[config.mk]
export PLATFORM = sky130hd
export DESIGN_NAME = audio_i2s_tx
export DESIGN_NICKNAME = d
export VERILOG_FILES = /design/src/rtl/audio_i2s_tx.sv
export SDC_FILE = /design/constraint.sdc
export NUM_CORES = 1
export LEC_CHECK = 0
export ABC_CLOCK_PERIOD_IN_PS = 2000
export BUFFER_PORTS_ARGS = -buffer_cell sky130_fd_sc_hd__clkbuf_2
export CORE_AREA = 2 2 104 76
export CTS_BUF_LIST = sky130_fd_sc_hd__clkbuf_8
export DETAILED_ROUTE_END_ITERATION = 12
export DIE_AREA = 0 0 106 78
export GPL_TIMING_DRIVEN = 0
export PLACE_DENSITY = 0.66
export SLEW_MARGIN = 30
export SYNTH_ARGS = -nofsm -noshare
export SYNTH_HDL_FRONTEND = slang
export SYNTH_SLANG_ARGS = --single-unit
[constraint.sdc]
create_clock -name clk -period 2 [get_ports clk]
set_input_delay 0.3 -clock clk [delete_from_list [all_inputs] [get_ports clk]]
set_output_delay 0.3 -clock clk [all_outputs]
set_load 0.005 [all_outputs]
[src/rtl/audio_i2s_tx.sv]
// ---------------------------------------------------------------------------
// audio_i2s_tx
//
// Purpose:
//   Serial audio transmitter for the on-board stereo DAC. Takes 16-bit
//   amplitude words from the volume/tone path, optionally converts them from
//   offset binary to two's complement, and shifts both channels out MSB-first
//   in I2S format (one-bit delay after the LRCK edge). MCLK, SCK and LRCK are
//   all derived from a single free-running divider, so every pin toggles from
//   a flop and the frame timing is fixed relative to reset release.
//
// Parameters:
//   MCLK_DIV_LOG2 - MCLK period is 2^MCLK_DIV_LOG2 clk cycles (1..4)
//   SCK_DIV_LOG2  - SCK period is 2^SCK_DIV_LOG2 clk cycles (> MCLK_DIV_LOG2)
//   OFFSET_BIN    - 1: inputs are offset binary (MSB inverted before sending)
//                   0: inputs are already two's complement
//
// Ports:
//   clk         in   system clock
//   rst_n       in   asynchronous reset, active low
//   enable      in   1: transmit the inputs, 0: transmit silence
//   audio_left  in   left-channel amplitude (16 bits)
//   audio_right in   right-channel amplitude (16 bits)
//   sample_req  out  one-clk strobe; inputs are captured on the edge ending it
//   audio_mclk  out  DAC master clock
//   audio_lrck  out  word select, 0 = left slot, 1 = right slot
//   audio_sck   out  serial bit clock
//   audio_sdin  out  serial data, changes on SCK falling edge
// ---------------------------------------------------------------------------
module audio_i2s_tx #(
    parameter int MCLK_DIV_LOG2 = 2,
    parameter int SCK_DIV_LOG2  = 5,
    parameter bit OFFSET_BIN    = 1'b1
) (
    input  logic        clk,
    input  logic        rst_n,
    input  logic        enable,
    input  logic [15:0] audio_left,
    input  logic [15:0] audio_right,
    output logic        sample_req,
    output logic        audio_mclk,
    output logic        audio_lrck,
    output logic        audio_sck,
    output logic        audio_sdin
);

    // One frame is 32 SCK periods, so the divider carries 5 extra bits
    // above the SCK divider; its top 5 bits are the slot number.
    localparam int CNT_W = SCK_DIV_LOG2 + 5;

    logic [CNT_W-1:0] div_cnt;
    logic [CNT_W-1:0] cnt_next;
    logic [4:0]       slot_next;
    logic             bit_edge;
    logic             frame_end;
    logic [15:0]      shadow_l;
    logic [15:0]      shadow_r;
    logic [31:0]      shift_reg;

    function automatic logic [15:0] conv(input logic [15:0] x);
        if (OFFSET_BIN) begin
            return {~x[15], x[14:0]};
        end else begin
            return x;
        end
    endfunction

    // Output flops are loaded from the *next* divider value so that each pin
    // equals its divider bit in the same cycle while still coming from a flop.
    always_comb begin
        cnt_next  = div_cnt + CNT_W'(1);
        slot_next = cnt_next[CNT_W-1 -: 5];
        bit_edge  = (cnt_next[SCK_DIV_LOG2-1:0] == '0);
        frame_end = (div_cnt == '1);
    end

    // Shift path: the shadow registers are written on the edge that starts
    // slot 0, so they cannot feed the shift register on that same edge. The
    // shift register is therefore loaded at the end of slot 0 (left MSB goes
    // straight to the pin, the remaining 31 bits are queued). Slot 0 itself
    // shifts out the last queued bit, which is the previous right LSB; this
    // gives the I2S one-bit delay without a separate holding flop.
    always_ff @(posedge clk or negedge rst_n) begin
        if (!rst_n) begin
            div_cnt    <= '0;
            sample_req <= 1'b0;
            audio_mclk <= 1'b0;
            audio_sck  <= 1'b0;
            audio_lrck <= 1'b0;
            audio_sdin <= 1'b0;
            shadow_l   <= '0;
            shadow_r   <= '0;
            shift_reg  <= '0;
        end else begin
            div_cnt    <= cnt_next;
            audio_mclk <= cnt_next[MCLK_DIV_LOG2-1];
            audio_sck  <= cnt_next[SCK_DIV_LOG2-1];
            audio_lrck <= cnt_next[CNT_W-1];
            sample_req <= (cnt_next == '1);

            if (frame_end) begin
                shadow_l <= enable ? conv(audio_left)  : 16'h0000;
                shadow_r <= enable ? conv(audio_right) : 16'h0000;
            end

            if (bit_edge) begin
                if (slot_next == 5'd1) begin
                    audio_sdin <= shadow_l[15];
                    shift_reg  <= {shadow_l[14:0], shadow_r, 1'b0};
                end else begin
                    audio_sdin <= shift_reg[31];
                    shift_reg  <= {shift_reg[30:0], 1'b0};
                end
            end
        end
    end

endmodule

* After elaboration in Yosys (flattened, before gate mapping)
Cells that the tools add are included.
** Word-level totals
- Flip-flop bits (word level) :: 79
- Input port bits :: 35
- Output and inout port bits :: 5
- Word-level logic and storage cells :: 20
** Cells by class
- Add/sub/neg operators :: 1
- Eq/ne operators :: 3
- Mux-type cells :: 4
- Bitwise gates (word level) :: 2
- Reductions and logical operators :: 1
** Operators with widths (number)
- 16-bit two-way mux :: 2
- 32-bit two-way mux :: 1
- 10-bit equality test (second input constant) :: 2
- 10-bit by 1-bit adder with 10-bit output (second input constant) :: 1
- 5-bit by 1-bit equality test with 1-bit output (second input constant) :: 1
- 5-bit logical NOT :: 1
- 1-bit NOT :: 2
- 1-bit two-way mux :: 1

* Longest topological paths before layout
- Depth in word-level cells :: 3
- Gate-level depth with buffers :: 7
- Mapped depth without buffers :: 6

* Least setup slack after synthesis
OpenSTA, ideal clock, no wires.
- Path type :: register -> register
- Start :: register div_cnt[1]
- End :: register shift_reg[21]
- Library setup time :: 0.082 ns
- Data arrival time :: 1.812 ns
- Required time :: 1.918 ns
- Setup slack :: 0.107 ns
- Cell stages (with the launch flop) :: 8
- Buffers on the path :: 1
- Period minus slack after synthesis :: 1.893 ns
- Cell sequence :: dfrtp_1 -> ha_1 -> nand4_1 -> or3_4 -> o211ai_2 -> buf_2 -> o21ai_1 -> a31oi_1
** Between the ends
- Longest elaborated chain between the ends :: 3
- Elaborated cells on any way between the ends :: 4
- Classes of those cells :: add/sub: 1; eq/ne: 1; mux: 1; reduce/logical: 1
** RTL lines
- start: declaration :: RTL line 51 : logic [CNT_W-1:0] div_cnt;
- start signal: assignment :: RTL line 95 : div_cnt <= cnt_next;
- 10-bit by 1-bit adder with 10-bit output * :: RTL line 71 : cnt_next = div_cnt + CNT_W'(1);
- 5-bit by 1-bit equality test with 1-bit output :: RTL line 107 : if (slot_next == 5'd1) begin
- 32-bit two-way mux :: RTL line 107
- end signal: assignment :: RTL line 109 : shift_reg <= {shadow_l[14:0], shadow_r, 1'b0};
- end signal: assignment :: RTL line 112 : shift_reg <= {shift_reg[30:0], 1'b0};
- end: declaration :: RTL line 58 : logic [31:0] shift_reg;
Mark *: on every way between the ends. The rest lies on a longest branch, timed or not.
A chain may end at the register's enable or synchronous reset.

* Worst setup path in the final report
- Start :: register div_cnt[0]
- End :: register shift_reg[2]
Same word-level chain as after synthesis.

==> summary.md <==
| Metric | Value |
|---|---|
| Drt initial violations | 156 |
| Initial antenna violation count | 0 |
| Starting Density | 0.492 |
| Sequential fraction of the synthesis area | 0.531 |
| FF/Latch Area | 1880 µm² |
| CTS Buffer Depth | 2 |
| Max-slew violation count | 0 |
| Most frequent cells in the layout | dfrtp_1, nand2_1, clkbuf_2, nor2_1, o21ai_0 |
| Layout area overhead | 20.2% |
| GPL Wtd Cong | 0.841 |
| Clk sinks | 75 |
| Die Ht | 78 µm |
| Worst reg2reg setup slack | 0.08 ns |
| Grt ovf | 0 |
| Post-layout instance area | 4250 µm² |
| WHS | 0.168 ns |
| DP HPWL | 5240 µm |
| Critical path capture point type | flop |
| CTS buffer count | 9 |
| Synthesized instance count | 390 |
| Family with the most delay on the worst path | compound AO/OA/AOI/OAI gates |
| Post-route clock period utilization | 0.959 |
| Setup repair after global routing missed its margin | no |
| Hold Crit Start | audio_left[1] |
| Crit path kind | reg -> reg |
| Diode count | 0 |
| Die width | 106 µm |
| Worst Path Arrival | 2.18 ns |
| Multi-input gate area | 1530 µm² |
| DR pass1 iterations | 4 |
| Final Hold Vio Count | 0 |
| Clock slew at reported path FFs | 0.08 ns |
| Clk_lat worst skew | 0.35 ns |
| Max Clk Rate | 0.521 GHz |
| Filler cells | 633 |
| Wire length per cell | 14.7 µm |
| Drt drc | 0 |
| Worst Hold Endpoint | shadow_l[1] |
| Placed cell area | 3860 µm² |
| Crit. Startpoint | div_cnt[0] |
| Vias per cell | 5.39 |
| Final TNS setup | 0 ns |
| Status | finished, final reports clean |
| Final WS setup | 0.0814 ns |
| Tmin final | 1.92 ns |
| Max-capacitance violation count | 0 |
| Worst rel slew slack | 0.600 |
| CP max stage cell | dfrtp_1 |
| Commonest non-fill, non-tap cell in the layout | dfrtp_1 |
| Vias in the first global route | 2,803 |
| Worst path buffer plus inverter count | 2 |
| Setup Skew | 0.0106 ns |
| Pre-CTS setup slack | -0.367 ns |
| Largest net degree at the start of global routing | 76 |
| Cell count of the worst reg-to-reg path | 8 |
| Syn Nets | 428 |
| Synth cell types | 36 |
| Max FFs per register | 31 |
| Final wirelength | 8110 µm |
| Hold WC Path Type | in -> reg |
| CP max FO | 10 |
| Core area | 7190 µm² |
| CP Launch Type | flop |
| Worst R2R End | shift_reg[2] |
| Synth top area cells | dfrtp_1, nand2_1, a31oi_1 |
| # setup viols final | 0 |
| First-pass GRT wire length | 13,700 µm |
| Layout Cells excl Fill | 551 |
| I/O pin cnt | 40 |
| Seq cells post-synth | 75 |
| Slew of the pin with the lowest slew margin | 0.600 ns |
| Worst R2R Start | div_cnt[0] |
| PortBufs | 39 |
| Maximum vdd drop | 466 µV |
| Clk Tree Root Cell | clkbuf_8 |
| DRT antenna net count | 0 |
| Die area | 8270 µm² |
| Yosys top cell by area | dfrtp_1 |
| Pleak | 1.97 nW |
| Total GRT Usage | 0.210 |
| Final nets | 487 |
| Power Dens Cells | 661 nW/µm² |
| Avg Cell Area, Syn | 9.07 µm² |
| Via count | 2,968 |
| TritonCTS clock tree | yes |
| Worst-path cell chain | ha_4, nand4_1, buf_4, o21ai_2, o211a_4, buf_6, nand3_1, a31oi_1 |
| FP Rows | 26 |
| H-tree levels | 3 |
| Layout cells sized above 1 | 0.230 |
| Share of the synthesized area in the top cell type | 0.531 |
| Worst Path Required | 2.26 ns |
| CP max stage delay | 0.40 ns |
| Mapped Area | 3540 µm² |
| Cells after DPL | 527 |
| Yosys warnings | 0 |
| Hold path cells | 3 |
==> how the worst max path moves through the flow <==
stage,endpoint,depth (start not counted)
CTS,shift_reg[2],8
finish,shift_reg[2],8
floorplan,shift_reg[21],7
global route,shift_reg[7],8
detailed placement,shadow_l[15],7
global placement,shadow_l[6],7
==> cell usage after synthesis <==
| cell type | n |
|---|---|
| o211a_4 | 1 |
| dfrtp_1 | 75 |
| buf_6 | 6 |
| and3_1 | 2 |
| nand2b_1 | 3 |
| nand3_2 | 1 |
| nand4_1 | 2 |
| o21a_1 | 1 |
| a32o_1 | 1 |
| o22ai_2 | 1 |
| a21oi_1 | 1 |
| xor2_1 | 1 |
| buf_4 | 4 |
| and2_1 | 2 |
| nor2_1 | 38 |
| nor4_1 | 1 |
| or3_4 | 2 |
| a211oi_1 | 1 |
| o21ai_0 | 38 |
| nor2_2 | 1 |
| inv_1 | 5 |
| nand2_1 | 71 |
| or2b_1 | 1 |
| xnor2_1 | 5 |
| clkbuf_1 | 15 |
| buf_2 | 4 |
| a41o_2 | 1 |
| o211ai_2 | 1 |
| nand3_1 | 37 |
| nor4b_1 | 1 |
| ha_1 | 3 |
| o21ai_1 | 30 |
| o211a_1 | 1 |
| o21ai_2 | 1 |
| a31oi_1 | 31 |
| a41oi_4 | 1 |
==> metrics by stage <==
stage	util	total power [mW]
floorplan	-	1.56
global placement	0.536	1.63
detailed placement	0.537	1.64
CTS	0.575	2.84
global route	0.591	2.93
finish	0.591	2.81
==> power by group <==
part           internal [mW]  switching, mW
clock                  0.636          0.570
sequential              1.51              0
combinational         0.0342         0.0549
total                   2.18          0.625
==> cells by family after synthesis <==
| family | Yosys count | share of synthesized area |
|---|---|---|
| xor+xnor | 6 | 0.0149 |
| fa+ha+maj | 3 | 0.0106 |
| simple gates | 162 | 0.201 |
| flops | 75 | 0.531 |
| compound gates | 110 | 0.188 |
| buf+inv | 34 | 0.0545 |
==> metal layers <==
metal,share of wire,vias up,GRT usage
met2,0.43,86,0.299
li1,-,1472,-
met1,0.50,1394,0.311
met5,0,-,0
met4,0.016,0,0.0763
met3,0.055,16,0.0521
==> timing repair <==
item,in CTS,in global routing
hold buffers,1,0
buffers inserted,3,2
setup endpoints to repair,64,65
gates cloned,0,3
resized for setup,16,25
pin swaps,2,0
endpoints found under the hold margin,70,0
==> worst register-to-register path, stage by stage, from the launching register on <==
cell,delay [ns]
dfrtp_1,0.40
ha_4,0.18
nand4_1,0.12
buf_4,0.19
o21ai_2,0.25
o211a_4,0.27
buf_6,0.15
nand3_1,0.10
a31oi_1,0.18
==> cell type report <==
type / count / share of cell area
multi-input combinational: 281 / 0.360
clock inverter: 4 / 0.0118
sequential: 75 / 0.442
buffer: 29 / 0.0497
timing repair buffer: 48 / 0.0674
tap: 98 / 0.0288
clock buffer: 11 / 0.0356
inverter: 5 / 0.00441
(Power assumes the default switching activity.)
